### src/rtl/ddr3_axi_tg_pkg.sv
// Shared types and helpers for the DDR3 AXI traffic generator.
// Latency: n/a (types, constants and a pure function only).
// Backpressure: n/a.
package ddr3_axi_tg_pkg;

  localparam logic [1:0] AXI_RESP_OKAY  = 2'b00;
  localparam logic [1:0] AXI_BURST_INCR = 2'b01;

  typedef enum logic [2:0] {
    IDLE,
    WR_ADDR,
    WR_DATA,
    WR_RESP,
    RD_ADDR,
    RD_DATA,
    DONE
  } tg_state_t;

  // One 32-bit word of the test pattern for a given beat byte address.
  function automatic logic [31:0] tg_pattern(input logic [31:0] addr, input logic [31:0] seed);
    return addr ^ seed;
  endfunction

endpackage

### src/rtl/ddr3_axi_traffic_gen.sv
// AXI4 write-then-readback traffic generator/checker with pass/fail and error count.
// Latency: awvalid/o_busy rise on the edge sampling i_start; results valid the edge after the last R beat.
// Backpressure: one transaction outstanding; every valid holds until ready; watchdog aborts a stalled pass.
module ddr3_axi_traffic_gen
  import ddr3_axi_tg_pkg::*;
#(
  parameter int                        AXI_ID_WIDTH   = 4,
  parameter int                        AXI_ADDR_WIDTH = 32,
  parameter int                        AXI_DATA_WIDTH = 128,
  parameter int                        BURST_LEN      = 4,
  parameter int                        NUM_BURSTS     = 16,
  parameter logic [AXI_ADDR_WIDTH-1:0] BASE_ADDR      = '0,
  parameter logic [31:0]               SEED           = 32'hA5A5_0000,
  parameter logic [AXI_ID_WIDTH-1:0]   TG_ID          = '0,
  parameter int                        TIMEOUT        = 4096
) (
  input  logic                          i_controller_clk,
  input  logic                          i_rst,
  input  logic                          i_start,
  output logic                          o_busy,
  output logic                          o_done,
  output logic                          o_pass,
  output logic                          o_timeout,
  output logic [15:0]                   o_error_count,
  // AW channel
  output logic                          m_axi_awvalid,
  input  logic                          m_axi_awready,
  output logic [AXI_ID_WIDTH-1:0]       m_axi_awid,
  output logic [AXI_ADDR_WIDTH-1:0]     m_axi_awaddr,
  output logic [7:0]                    m_axi_awlen,
  output logic [2:0]                    m_axi_awsize,
  output logic [1:0]                    m_axi_awburst,
  // W channel
  output logic                          m_axi_wvalid,
  input  logic                          m_axi_wready,
  output logic [AXI_DATA_WIDTH-1:0]     m_axi_wdata,
  output logic [AXI_DATA_WIDTH/8-1:0]   m_axi_wstrb,
  output logic                          m_axi_wlast,
  // B channel
  input  logic                          m_axi_bvalid,
  output logic                          m_axi_bready,
  input  logic [AXI_ID_WIDTH-1:0]       m_axi_bid,
  input  logic [1:0]                    m_axi_bresp,
  // AR channel
  output logic                          m_axi_arvalid,
  input  logic                          m_axi_arready,
  output logic [AXI_ID_WIDTH-1:0]       m_axi_arid,
  output logic [AXI_ADDR_WIDTH-1:0]     m_axi_araddr,
  output logic [7:0]                    m_axi_arlen,
  output logic [2:0]                    m_axi_arsize,
  output logic [1:0]                    m_axi_arburst,
  // R channel
  input  logic                          m_axi_rvalid,
  output logic                          m_axi_rready,
  input  logic [AXI_ID_WIDTH-1:0]       m_axi_rid,
  input  logic [AXI_DATA_WIDTH-1:0]     m_axi_rdata,
  input  logic                          m_axi_rlast,
  input  logic [1:0]                    m_axi_rresp
);

  localparam int BEAT_BYTES  = AXI_DATA_WIDTH / 8;
  localparam int BURST_BYTES = BURST_LEN * BEAT_BYTES;
  localparam int WORDS       = AXI_DATA_WIDTH / 32;
  localparam int BEAT_W      = (BURST_LEN > 1) ? $clog2(BURST_LEN) : 1;
  localparam int BURST_W     = (NUM_BURSTS > 1) ? $clog2(NUM_BURSTS) : 1;
  localparam int WD_W        = $clog2(TIMEOUT + 1);

  localparam logic [BEAT_W-1:0]  LAST_BEAT  = BEAT_W'(BURST_LEN - 1);
  localparam logic [BURST_W-1:0] LAST_BURST = BURST_W'(NUM_BURSTS - 1);
  localparam logic [WD_W-1:0]    WD_LIMIT   = WD_W'(TIMEOUT - 1);
  localparam logic [2:0]         AXI_SIZE   = 3'($clog2(BEAT_BYTES));
  localparam logic [7:0]         AXI_LEN    = 8'(BURST_LEN - 1);

  tg_state_t            state, state_next;
  logic [BEAT_W-1:0]    beat;
  logic [BURST_W-1:0]   burst;
  logic [WD_W-1:0]      wd_cnt;
  logic [15:0]          err_cnt;
  logic                 timeout_flag;

  logic                 aw_hs, w_hs, b_hs, ar_hs, r_hs, any_hs;
  logic                 busy, start_ok, last_beat, last_burst, wd_expired;
  logic                 b_bad, r_bad;
  logic [AXI_ADDR_WIDTH-1:0] burst_addr, beat_addr;
  logic [31:0]          pat_word;
  logic [AXI_DATA_WIDTH-1:0] pat_beat;

  // Channel valids/readies are pure state decodes, so reset drops them asynchronously.
  assign m_axi_awvalid = (state == WR_ADDR);
  assign m_axi_wvalid  = (state == WR_DATA);
  assign m_axi_bready  = (state == WR_RESP);
  assign m_axi_arvalid = (state == RD_ADDR);
  assign m_axi_rready  = (state == RD_DATA);

  assign aw_hs  = m_axi_awvalid & m_axi_awready;
  assign w_hs   = m_axi_wvalid  & m_axi_wready;
  assign b_hs   = m_axi_bvalid  & m_axi_bready;
  assign ar_hs  = m_axi_arvalid & m_axi_arready;
  assign r_hs   = m_axi_rvalid  & m_axi_rready;
  assign any_hs = aw_hs | w_hs | b_hs | ar_hs | r_hs;

  assign busy       = (state != IDLE) && (state != DONE);
  assign start_ok   = i_start && !busy;
  assign last_beat  = (beat == LAST_BEAT);
  assign last_burst = (burst == LAST_BURST);
  assign wd_expired = busy && (wd_cnt == WD_LIMIT) && !any_hs;

  // Address and expected-data generation from the burst/beat counters.
  assign burst_addr = BASE_ADDR + AXI_ADDR_WIDTH'(burst) * AXI_ADDR_WIDTH'(BURST_BYTES);
  assign beat_addr  = burst_addr + AXI_ADDR_WIDTH'(beat) * AXI_ADDR_WIDTH'(BEAT_BYTES);
  assign pat_word   = tg_pattern(32'(beat_addr), SEED);
  assign pat_beat   = {WORDS{pat_word}};

  // Payloads read as zero whenever their valid is low (including during reset).
  assign m_axi_awid    = TG_ID;
  assign m_axi_awaddr  = m_axi_awvalid ? burst_addr : '0;
  assign m_axi_awlen   = AXI_LEN;
  assign m_axi_awsize  = AXI_SIZE;
  assign m_axi_awburst = AXI_BURST_INCR;
  assign m_axi_wdata   = m_axi_wvalid ? pat_beat : '0;
  assign m_axi_wstrb   = '1;
  assign m_axi_wlast   = m_axi_wvalid & last_beat;
  assign m_axi_arid    = TG_ID;
  assign m_axi_araddr  = m_axi_arvalid ? burst_addr : '0;
  assign m_axi_arlen   = AXI_LEN;
  assign m_axi_arsize  = AXI_SIZE;
  assign m_axi_arburst = AXI_BURST_INCR;

  // Response checks; beat position, not rlast, decides where a burst ends.
  assign b_bad = (m_axi_bresp != AXI_RESP_OKAY) || (m_axi_bid != TG_ID);
  assign r_bad = (m_axi_rdata != pat_beat) || (m_axi_rresp != AXI_RESP_OKAY) ||
                 (m_axi_rid != TG_ID) || (m_axi_rlast != last_beat);

  assign o_busy        = busy;
  assign o_done        = (state == DONE);
  assign o_pass        = o_done && (err_cnt == 16'd0) && !timeout_flag;
  assign o_timeout     = timeout_flag;
  assign o_error_count = err_cnt;

  // State register.
  always_ff @(posedge i_controller_clk or posedge i_rst) begin
    if (i_rst) state <= IDLE;
    else       state <= state_next;
  end

  // Next-state: write all bursts, read them all back; watchdog overrides to DONE.
  always_comb begin
    state_next = state;
    case (state)
      IDLE, DONE: if (i_start) state_next = WR_ADDR;
      WR_ADDR:    if (aw_hs) state_next = WR_DATA;
      WR_DATA:    if (w_hs && last_beat) state_next = WR_RESP;
      WR_RESP:    if (b_hs) state_next = last_burst ? RD_ADDR : WR_ADDR;
      RD_ADDR:    if (ar_hs) state_next = RD_DATA;
      RD_DATA:    if (r_hs && last_beat) state_next = last_burst ? DONE : RD_ADDR;
      default:    state_next = IDLE;
    endcase
    if (wd_expired) state_next = DONE;
  end

  // Beat and burst counters; burst wraps to 0 between the write and read phases.
  always_ff @(posedge i_controller_clk or posedge i_rst) begin
    if (i_rst) begin
      beat  <= '0;
      burst <= '0;
    end else if (start_ok) begin
      beat  <= '0;
      burst <= '0;
    end else begin
      if (aw_hs || ar_hs)     beat <= '0;
      else if (w_hs || r_hs)  beat <= last_beat ? '0 : beat + BEAT_W'(1);
      if (b_hs)                                   burst <= last_burst ? '0 : burst + BURST_W'(1);
      else if (r_hs && last_beat && !last_burst)  burst <= burst + BURST_W'(1);
    end
  end

  // Watchdog restarts on any state change or handshake; idle outside a pass.
  always_ff @(posedge i_controller_clk or posedge i_rst) begin
    if (i_rst)                                          wd_cnt <= '0;
    else if (!busy || (state_next != state) || any_hs)  wd_cnt <= '0;
    else                                                wd_cnt <= wd_cnt + WD_W'(1);
  end

  // Saturating error count and sticky timeout flag, cleared by an accepted start.
  always_ff @(posedge i_controller_clk or posedge i_rst) begin
    if (i_rst) begin
      err_cnt      <= '0;
      timeout_flag <= 1'b0;
    end else if (start_ok) begin
      err_cnt      <= '0;
      timeout_flag <= 1'b0;
    end else begin
      if (wd_expired) timeout_flag <= 1'b1;
      if (((b_hs && b_bad) || (r_hs && r_bad)) && (err_cnt != 16'hFFFF))
        err_cnt <= err_cnt + 16'd1;
    end
  end

endmodule

### config.mk
export PLATFORM = sky130hd
export DESIGN_NAME = ddr3_axi_traffic_gen
export DESIGN_NICKNAME = d
export VERILOG_FILES = /design/src/rtl/ddr3_axi_tg_pkg.sv /design/src/rtl/ddr3_axi_traffic_gen.sv
export SDC_FILE = /design/constraint.sdc
export NUM_CORES = 1
export LEC_CHECK = 0
export BUFFER_PORTS_ARGS = -buffer_cell sky130_fd_sc_hd__buf_4
export CAP_MARGIN = 10
export CORE_AREA = 2 2 161 163
export DETAILED_ROUTE_END_ITERATION = 12
export DIE_AREA = 0 0 163 165
export MAX_ROUTING_LAYER = met4
export SYNTH_ARGS = -nofsm -noshare
export SYNTH_HDL_FRONTEND = slang
export SYNTH_SLANG_ARGS = --single-unit
### constraint.sdc
create_clock -name i_controller_clk -period 3.65 [get_ports i_controller_clk]
set_input_delay 0.73 -clock i_controller_clk [delete_from_list [all_inputs] [get_ports i_controller_clk]]
set_output_delay 0.73 -clock i_controller_clk [all_outputs]
set_load 0.005 [all_outputs]
==> metrics.txt, run 1 <==
outcome=finished, final reports clean; Setup violations, final=0; XOR/XNOR Fraction of Synth Area=0.0254; clock tree sinks=39; PostCTS Resize Cnt=0; fin crit share=0.781; required time of the worst setup path=2920 ps; CP peak stage delay=560 ps; Synth Area in Adders=0.0131; antenna violations before repair=2; ys flop type=dfrtp_1; vias in the first global route=3,491; fmax=351 MHz; Synth area leader=buf_4; Max-slew headroom=0.606; starting density of the core=0.191; Final nets=918; #FFs+latches synth=39; Cell Count, Final, Fillers Out=1,097; MaxCap Viol Count=0; Switching Share=0.427; Yosys cell types=64; global-route wire length before repair=21.3 mm; CTS Hold Bufs=0; cell row count=58; sw power=883 uW; Slew Viols, Final=0; Post-DP HPWL=13.9 mm; final WL=16.1 mm; Compound-Gate Fraction of Synth Area=0.0921; Max VDD drop=0.000159 V; mapped cell area=4770 um2; kind of critical path=reg -> out; Final min period=2850 ps; GR peak layer=met2; most instantiated cells after synthesis=buf_4 (230), dfrtp_1 (39), nand2_1 (23); Flop pwr share=0.334; clock network power share=0.209; routed vias/inst=3.89; placed insts=1,087; Hold Violations, Final=0; Buffers on Ports=238; Detail Route Antenna Nets=0; average wire per standard cell=14.7 um; crit-path cells=inv_2 -> nand3_1 -> nor4_1 -> buf_4; Slew @ Worst Pin=589 ps; Yosys top cell area share=0.362; Setup Buffers After CTS=0; Static Leak=3.08 nW; number of enable flip-flop cells after synthesis=0; Critical-path top delay cell=dfrtp_1; clock tree buffer depth=2; asr flop ratio synth=1.00; GR Util All Layers=0.109; unrepaired setup endpoints after global routing=false; met3 usage=0.0342; fraction of layout cells with a size suffix above 1=0.348; die area=26,900 um2; Synth Area in Simple Gates=0.252; Root Buffer=clkbuf_16; most common cell in the netlist=buf_4; Cells after Synth=582; top-level port count=417; Hold Path Class=reg -> reg; H-tree levels=2; Worst Path Arrival=2120 ps; cell-internal power=1.19 mW; Synthesis Warnings=0; Die Y-Extent=165 um; CTS tree=built; drt pass-1 iters=4; via count=4,267; met2 Use GR=0.159; placed inst area=5860 um2; worst-path fanout max=17; area delta synth->final=26.0%; met1 usage=0.150; CTS Buf Count=5; post-synthesis mux area share=0.0210; post-route cell area=6010 um2; combinational power share=0.457; GRT Residual Overflow=0; Mean Syn Cell Area=8.20 um2; area of the core=25,000 um2; routability cong.=0.812; remaining routing DRC violations=0; Starting DRT DRC Count=201; dominant cells by area after synthesis=buf_4 (36%), dfrtp_1 (20%), nor4_1 (2.9%); register area share after synthesis=0.205; Critical Path Start Type=flop; PD cells=344 nW/um2; largest family of logic cells by synthesized area=buffers and inverters; largest net degree at the start of global routing=40; Crit. End Element=output pin; worst-skew pair later-pin latency=290 ps; Worst Skew=8.54 ps; DIE WIDTH=163 um; setup TNS=0 ps; clock slew at reported path FFs=50 ps
-- cells by family (layout without fill, tap and decap cells) --
| group | count (synthesis) | in the layout |
|---|---|---|
| mux | 10 | 10 |
| buf+inv | 258 | 265 |
| flops | 39 | 39 |
| other cells | 2 | 180 |
| compound gates | 62 | 62 |
| xor+xnor | 13 | 13 |
| simple gates | 193 | 193 |
| fa+ha+maj | 5 | 5 |
-- cells in the final DEF (no fill, tap or decap), drive strengths merged, types with 9 or more instances in the layout --
cell   netlist  final
or4         12     12
a21oi       16     16
mux2i       10     10
xnor2        9      9
nor3        15     15
nor4b       11     11
buf        236    244
nor2        18     18
nand4       18     18
dfrtp       39     39
inv         13     13
and3        18     18
conb         2    178
nor4        23     23
nand3       11     11
nand2       23     23
o21ai       11     11
-- worst max-delay path: cells and delay by family (launching register included) --
family	cells	cell delay, ps
buf+inv	2	530
flops	1	560
simple gates	2	740
-- sequential cells by signal (all words and copies together) (netlist names) --
register,cells
beat,2
o_error_count,16
state,3
o_timeout,1
wd_cnt,13
burst,4
-- routing by layer --
| layer | up-vias | share of wire |
|---|---|---|
| li1 | 2018 | - |
| met1 | 2005 | 0.42 |
| met2 | 238 | 0.47 |
| met3 | 6 | 0.097 |
| met4 | 0 | 0.0094 |
| met5 | - | 0 |
-- power groups by stage --
stage	sequential [mW]	clock, mW	combinational (mW)
floorplan	0.606	0	0.737
global placement	0.693	0	0.936
detailed placement	0.698	0	0.948
CTS	0.692	0.445	0.956
global route	0.709	0.467	1.06
finish	0.691	0.433	0.945
-- final cells by class --
| cell class | count | area (um2) |
|---|---|---|
| Clock buffer | 6 | 129 |
| Fill cell | 2756 | 19000 |
| Inverter | 13 | 48.8 |
| Sequential cell | 39 | 976 |
| Tap cell | 330 | 413 |
| Antenna cell | 2 | 5.00 |
| Multi-Input combinational cell | 461 | 2590 |
| Timing Repair Buffer | 244 | 1830 |
| Clock inverter | 2 | 12.5 |
-- stage by stage --
stage / worst slack [ps] / total power [mW] / hold slack, ps / util
2_1_floorplan: 808 / 1.34 / 453 / -
3_3_place_gp: 759 / 1.63 / 491 / 0.234
3_5_place_dp: 684 / 1.65 / 490 / 0.234
4_1_cts: 761 / 2.09 / 505 / 0.240
5_1_grt: 687 / 2.23 / 531 / 0.240
6_report: 799 / 2.07 / 517 / 0.240
-- path summary, 6_finish.rpt --
path / cells past startpoint / slack (ps) / start / end
hold / removal: 1 / 520 / wd_cnt[0]$_DFF_PP0_ / wd_cnt[0]$_DFF_PP0_
hold reg to reg: 1 / 520 / wd_cnt[0]$_DFF_PP0_ / wd_cnt[0]$_DFF_PP0_
setup / recovery: 4 / 800 / state[0]$_DFF_PP0_ / o_pass
max in group asynchronous: 3 / 2710 / i_rst / o_timeout$_DFFE_PP0P_
setup reg to reg: 7 / 1100 / wd_cnt[0]$_DFF_PP0_ / wd_cnt[5]$_DFF_PP0_
min in group asynchronous: 3 / 580 / i_rst / o_error_count[10]$_DFFE_PP0P_
(Power assumes the default switching activity.)
==> run 2: changes to the inputs <==
==> constraint.sdc (replaced) <==
create_clock -name i_controller_clk -period 2.89 [get_ports i_controller_clk]
set_input_delay 0.578 -clock i_controller_clk [delete_from_list [all_inputs] [get_ports i_controller_clk]]
set_output_delay 0.578 -clock i_controller_clk [all_outputs]
set_load 0.005 [all_outputs]
==> run 2 against run 1 <==
Net effect:
- the flow now finishes with violations (DRC)
- register-to-register slack got worse by 800 ps
- clock-buffer cell count fell by 1
- global-route usage fell by 0.11 points
- largest power group unchanged
- via count rose by 2.4%
- sequential power rose by 20%
- clock skew fell by 0.76 ps
- worst setup slack got worse by 500 ps
- die area did not move
- critical path depth rose by 4
- routed wire length barely moved
- cell count rose by 1.2%
- critical path type is now reg -> reg
==> metrics.txt, run 2 (same netlist as run 1, synthesis figures left out) <==
CTS Hold Bufs=0 (unchanged); starting density of the core=0.191 (unchanged); Setup Buffers After CTS=0 (unchanged); Detail Route Antenna Nets=0 (unchanged); Final nets=932 (was 918); CTS Buf Count=5 (unchanged); Slew @ Worst Pin=522 ps (was 589 ps); clock network power share=0.206 (was 0.209); cell row count=58 (unchanged); sw power=1.12 mW (was 883 uW); CP endpoint=o_error_count[5]$_DFFE_PP0P_ (was o_pass); failing checks=DRC; FF-to-FF End=o_error_count[5]$_DFFE_PP0P_ (was wd_cnt[5]$_DFF_PP0_); CTS tree=built (unchanged); via count=4,371 (was 4,267); combinational power share=0.486 (was 0.457); GRT Residual Overflow=0 (unchanged); Buffers on Ports=238 (unchanged); unrepaired setup endpoints after global routing=false (unchanged); DIE WIDTH=163 um (unchanged); average wire per standard cell=14.5 um (was 14.7 um); antenna violations before repair=1 (was 2); PD cells=438 nW/um2 (was 344 nW/um2); Worst Skew=7.79 ps (was 8.54 ps); fin crit share=0.897; fraction of layout cells with a size suffix above 1=0.361 (was 0.348); worst slack, placed=139 ps (was 684 ps); Static Leak=3.15 nW (was 3.08 nW); Final min period=2590 ps; Critical path origin=state[1]$_DFF_PP0_ (was state[0]$_DFF_PP0_); commonest non-fill, non-tap cell in the layout=buf_4 (unchanged); Flop pwr share=0.308 (was 0.334); outcome=complete, but fails checks (was finished, final reports clean); Worst Path Arrival=2790 ps (was 2120 ps); remaining routing DRC violations=3 (was 0); top-level port count=417 (unchanged); post-route cell area=6120 um2 (was 6010 um2); placed insts=1,101 (was 1,087); worst-skew pair later-pin latency=280 ps (was 290 ps); clock tree buffer depth=2 (unchanged); routed vias/inst=3.94 (was 3.89); Switching Share=0.418 (was 0.427); Slew Viols, Final=0 (unchanged); drt pass-1 iters=12 (was 4); required time of the worst setup path=3090 ps (was 2920 ps); max reg flops=16 (unchanged); Critical Path Start Type=flop (unchanged); Setup violations, final=0 (unchanged); placed inst area=5970 um2 (was 5860 um2); RR Startpoint=state[1]$_DFF_PP0_ (was wd_cnt[0]$_DFF_PP0_); setup TNS=0 ps (unchanged); cell-internal power=1.56 mW (was 1.19 mW); GR Util All Layers=0.108 (was 0.109); final WL=16.1 mm (about the same); largest net degree at the start of global routing=40 (unchanged); area of the core=25,000 um2 (unchanged); Crit. End Element=flop (was output pin); routability cong.=0.817 (was 0.812); vias in the first global route=3,615 (was 3,491); PostCTS Resize Cnt=0 (unchanged); Max-slew headroom=0.649 (was 0.606); fmax=386 MHz; area delta synth->final=28.3% (was 26.0%); Starting DRT DRC Count=206 (was 201); Hold Path Class=in -> async (was reg -> reg); Cell Count, Final, Fillers Out=1,110 (was 1,097); Die Y-Extent=165 um (unchanged); Post-DP HPWL=14.1 mm (was 13.9 mm); flop2flop setup slack=300 ps (was 1100 ps); die area=26,900 um2 (unchanged); worst-path fanout max=18 (was 17); global-route wire length before repair=21.3 mm (about the same); power consumption=2.68 mW (was 2.07 mW); MaxCap Viol Count=0 (unchanged); kind of critical path=reg -> reg (was reg -> out); Max VDD drop=0.000226 V (was 0.000159 V); H-tree levels=2 (unchanged); Root Buffer=clkbuf_16 (unchanged); commonest non-fill, non-tap cells in the layout=buf_4 (258), conb_1 (178), dfrtp_1 (39) (was buf_4 (244), conb_1 (178), dfrtp_1 (39)); clock tree sinks=39 (unchanged); worst r2r path cells=8 (was 7); clock slew at reported path FFs=60 ps (was 50 ps); Setup WS post-layout=298 ps (was 799 ps); Hold Violations, Final=0 (unchanged)
## run 2: metal layers
metal  track usage  wire length [um]  vias up
met1         0.149              6960     2049
li1              -                 -     2044
met2         0.162              7550      263
met4        0.0177               172        0
met5             -                 0        -
met3        0.0274              1430       15
## run 2: worst min path at each step
stage | slack [ps] | start | to | cells after the start
6_report | 430 | i_rst | wd_cnt[3]$_DFF_PP0_ | 3
3_5_place_dp | 490 | wd_cnt[0]$_DFF_PP0_ | wd_cnt[0]$_DFF_PP0_ | 1
3_3_place_gp | 490 | wd_cnt[0]$_DFF_PP0_ | wd_cnt[0]$_DFF_PP0_ | 1
4_1_cts | 450 | i_rst | wd_cnt[5]$_DFF_PP0_ | 3
5_1_grt | 500 | i_rst | wd_cnt[6]$_DFF_PP0_ | 3
2_1_floorplan | 450 | wd_cnt[0]$_DFF_PP0_ | wd_cnt[0]$_DFF_PP0_ | 1
## run 2: final cells by class
type	count	area (um2)
inverter	13	48.8
antenna	1	2.50
tap	330	413
timing repair buffer	258	1940
fill	2732	18900
multi-input combinational	461	2590
clock inverter	3	23.8
clock buffer	5	125
sequential	39	976
## run 2: through the flow
step | utilization | hold slack [ps]
finish | 0.244 | 428
global route | 0.244 | 499
global placement | 0.238 | 490
CTS | 0.244 | 449
detailed placement | 0.238 | 488
floorplan | - | 453
## run 2: critical path, stage by stage (launching register included)
cell and delay (ps):
dfrtp_1 580, nand4b_1 230, a21oi_1 330, nor4_1 160
buf_4 160, and4_1 190, buf_4 190, or4_1 480
a21oi_1 160
## run 2: power groups by stage
stage                     registers, mW  logic (mW)  clock network (mW)
after floorplan                   0.766       0.930                   0
after global placement            0.836        1.29                   0
after detailed placement          0.839        1.30                   0
after CTS                         0.827        1.31               0.568
after global routing              0.851        1.45               0.590
final                             0.826        1.30               0.551
==> run 3: changes to the inputs <==
--- a/config.mk
+++ b/config.mk
@@ -11,6 +11,7 @@
 export DETAILED_ROUTE_END_ITERATION = 12
 export DIE_AREA = 0 0 163 165
 export MAX_ROUTING_LAYER = met4
+export PLACE_DENSITY_LB_ADDON = 0.05
 export SYNTH_ARGS = -nofsm -noshare
 export SYNTH_HDL_FRONTEND = slang
 export SYNTH_SLANG_ARGS = --single-unit
==> run 3 against run 2 <==
Net effect:
- the run now ends clean
- critical path depth down 4
- fmax up 4.3%
- first-iteration DRC count down 47%
- worst setup slack better by 110 ps
- register-to-register slack better by 120 ps
- clock skew down 4.0 ps
- power up 3.3%
- sequential share of layout area about the same
==> metrics.txt, run 3 (same netlist as run 1, synthesis figures left out) <==
Detail Route Antenna Nets=0 (unchanged); Critical Path Start Type=flop (unchanged); Die Y-Extent=165 um (unchanged); cell row count=58 (unchanged); worst-skew pair later-pin latency=280 ps (about the same); unrepaired setup endpoints after global routing=false (unchanged); PD cells=452 nW/um2 (was 438 nW/um2); routability cong.=0.783 (was 0.817); met1 usage=0.147 (was 0.149); final core utilization=0.245 (was 0.244); clock tree sinks=39 (unchanged); clock tree buffer depth=2 (unchanged); outcome=finished, final reports clean (was complete, but fails checks); vias in the first global route=3,934 (was 3,615); Static Leak=3.15 nW (about the same); area of the core=25,000 um2 (unchanged); DIE WIDTH=163 um (unchanged); largest net degree at the start of global routing=40 (unchanged); top-level port count=417 (unchanged); commonest non-fill, non-tap cell in the layout=buf_4 (unchanged); worst-path fanout max=17 (was 18); Root Buffer=clkbuf_16 (unchanged); Antenna Cells=0 (was 1); CTS Buf Count=5 (unchanged); Final nets=928 (was 932); final WL=16.9 mm (was 16.1 mm); Worst Skew=3.82 ps (was 7.79 ps); Slew @ Worst Pin=590 ps (was 522 ps); drt pass-1 iters=4 (was 12); Max VDD drop=0.000215 V (was 0.000226 V); Starting DRT DRC Count=110 (was 206); Crit. End Element=output pin (was flop); power consumption=2.77 mW (was 2.68 mW); GR Util All Layers=0.117 (was 0.108); Slew Viols, Final=0 (unchanged); setup TNS=0 ps (unchanged); PostCTS Resize Cnt=0 (unchanged); clock slew at reported path FFs=60 ps (about the same); Setup violations, final=0 (unchanged); Post-DP HPWL=14.5 mm (was 14.1 mm); met2 Use GR=0.202 (was 0.162); GRT Residual Overflow=0 (unchanged); fraction of layout cells with a size suffix above 1=0.357 (was 0.361); Final min period=2480 ps (was 2590 ps); max reg flops=16 (unchanged); global-route wire length before repair=23.3 mm (was 21.3 mm); Max-slew headroom=0.604 (was 0.649); remaining routing DRC violations=0 (was 3); area delta synth->final=28.4% (was 28.3%); GR peak layer=met2 (unchanged); MaxCap Viol Count=0 (unchanged); via count=4,255 (was 4,371); starting density of the core=0.191 (unchanged); routed vias/inst=3.85 (was 3.94); commonest non-fill, non-tap cells in the layout=buf_4 (253), conb_1 (178), dfrtp_1 (39) (was buf_4 (258), conb_1 (178), dfrtp_1 (39)); required time of the worst setup path=2310 ps (was 3090 ps); Buffers on Ports=238 (unchanged); Hold Path Class=in -> async (unchanged); kind of critical path=reg -> out (was reg -> reg); H-tree levels=2 (unchanged); antenna violations before repair=1 (unchanged); Setup Buffers After CTS=0 (unchanged); average wire per standard cell=15.2 um (was 14.5 um); fin crit share=0.860 (was 0.897); CTS Hold Bufs=0 (unchanged); fmax=403 MHz (was 386 MHz); die area=26,900 um2 (unchanged); CTS tree=built (unchanged); Hold Violations, Final=0 (unchanged); Worst Path Arrival=1910 ps (was 2790 ps); met3 usage=0.0191 (was 0.0274)
-- run 3: cell types whose count changed in the layout (fill, tap and decap cells not counted), sizes merged --
cell      previous run  this run
clkinv               0         1
diode                1         0
buf                258       254
clkinvlp             2         0
clkbuf               5         6
bufinv               0         1
inv                 14        13
-- run 3: metal layers --
layer	up-vias	routed length, um
met1	2011	6770
li1	2036	-
met4	0	97
met3	8	967
met2	200	9020
met5	-	0
-- run 3: per-stage QoR --
step           std cells  worst slack, ps  hold WS, ps  cell area, um2
2_1_floorplan        758              200          453            5430
3_3_place_gp        1097              260          485            5950
3_5_place_dp        1097              227          495            5950
4_1_cts             1105              354          468            6120
5_1_grt             1105              179          506            6120
6_report            1105              406          435            6120
-- run 3: final timing paths --
kind / from / to / slack [ps] / cells after the start
min in group i_controller_clk: wd_cnt[0]$_DFF_PP0_ / wd_cnt[0]$_DFF_PP0_ / 500 / 1
setup / recovery: state[0]$_DFF_PP0_ / o_pass / 410 / 4
hold reg to reg: wd_cnt[0]$_DFF_PP0_ / wd_cnt[0]$_DFF_PP0_ / 500 / 1
max in group asynchronous: i_rst / o_error_count[10]$_DFFE_PP0P_ / 2070 / 3
hold / removal: i_rst / wd_cnt[8]$_DFF_PP0_ / 430 / 3
setup reg to reg: state[1]$_DFF_PP0_ / o_error_count[5]$_DFFE_PP0P_ / 420 / 7
-- run 3: final cells by class --
class | count | area (um2)
fill | 2757 | 18900
multi-input combinational | 461 | 2590
timing repair buffer | 254 | 1920
sequential | 39 | 976
tap | 330 | 413
clock buffer | 6 | 139
inverter | 13 | 48.8
clock inverter | 2 | 35.0
-- run 3: power breakdown --
group          total (mW)  switching (mW)  leakage, nW  internal (mW)
Clock               0.666           0.236       0.0868          0.430
Combinational        1.26           0.687         2.55          0.569
Sequential          0.846           0.200        0.516          0.646
Total                2.77            1.12         3.15           1.65
-- run 3: worst max-delay path, stage by stage, from the launching register on --
cell	delay, ps
dfrtp_1	510
inv_2	310
nand3_1	270
nor4_1	370
buf_4	170
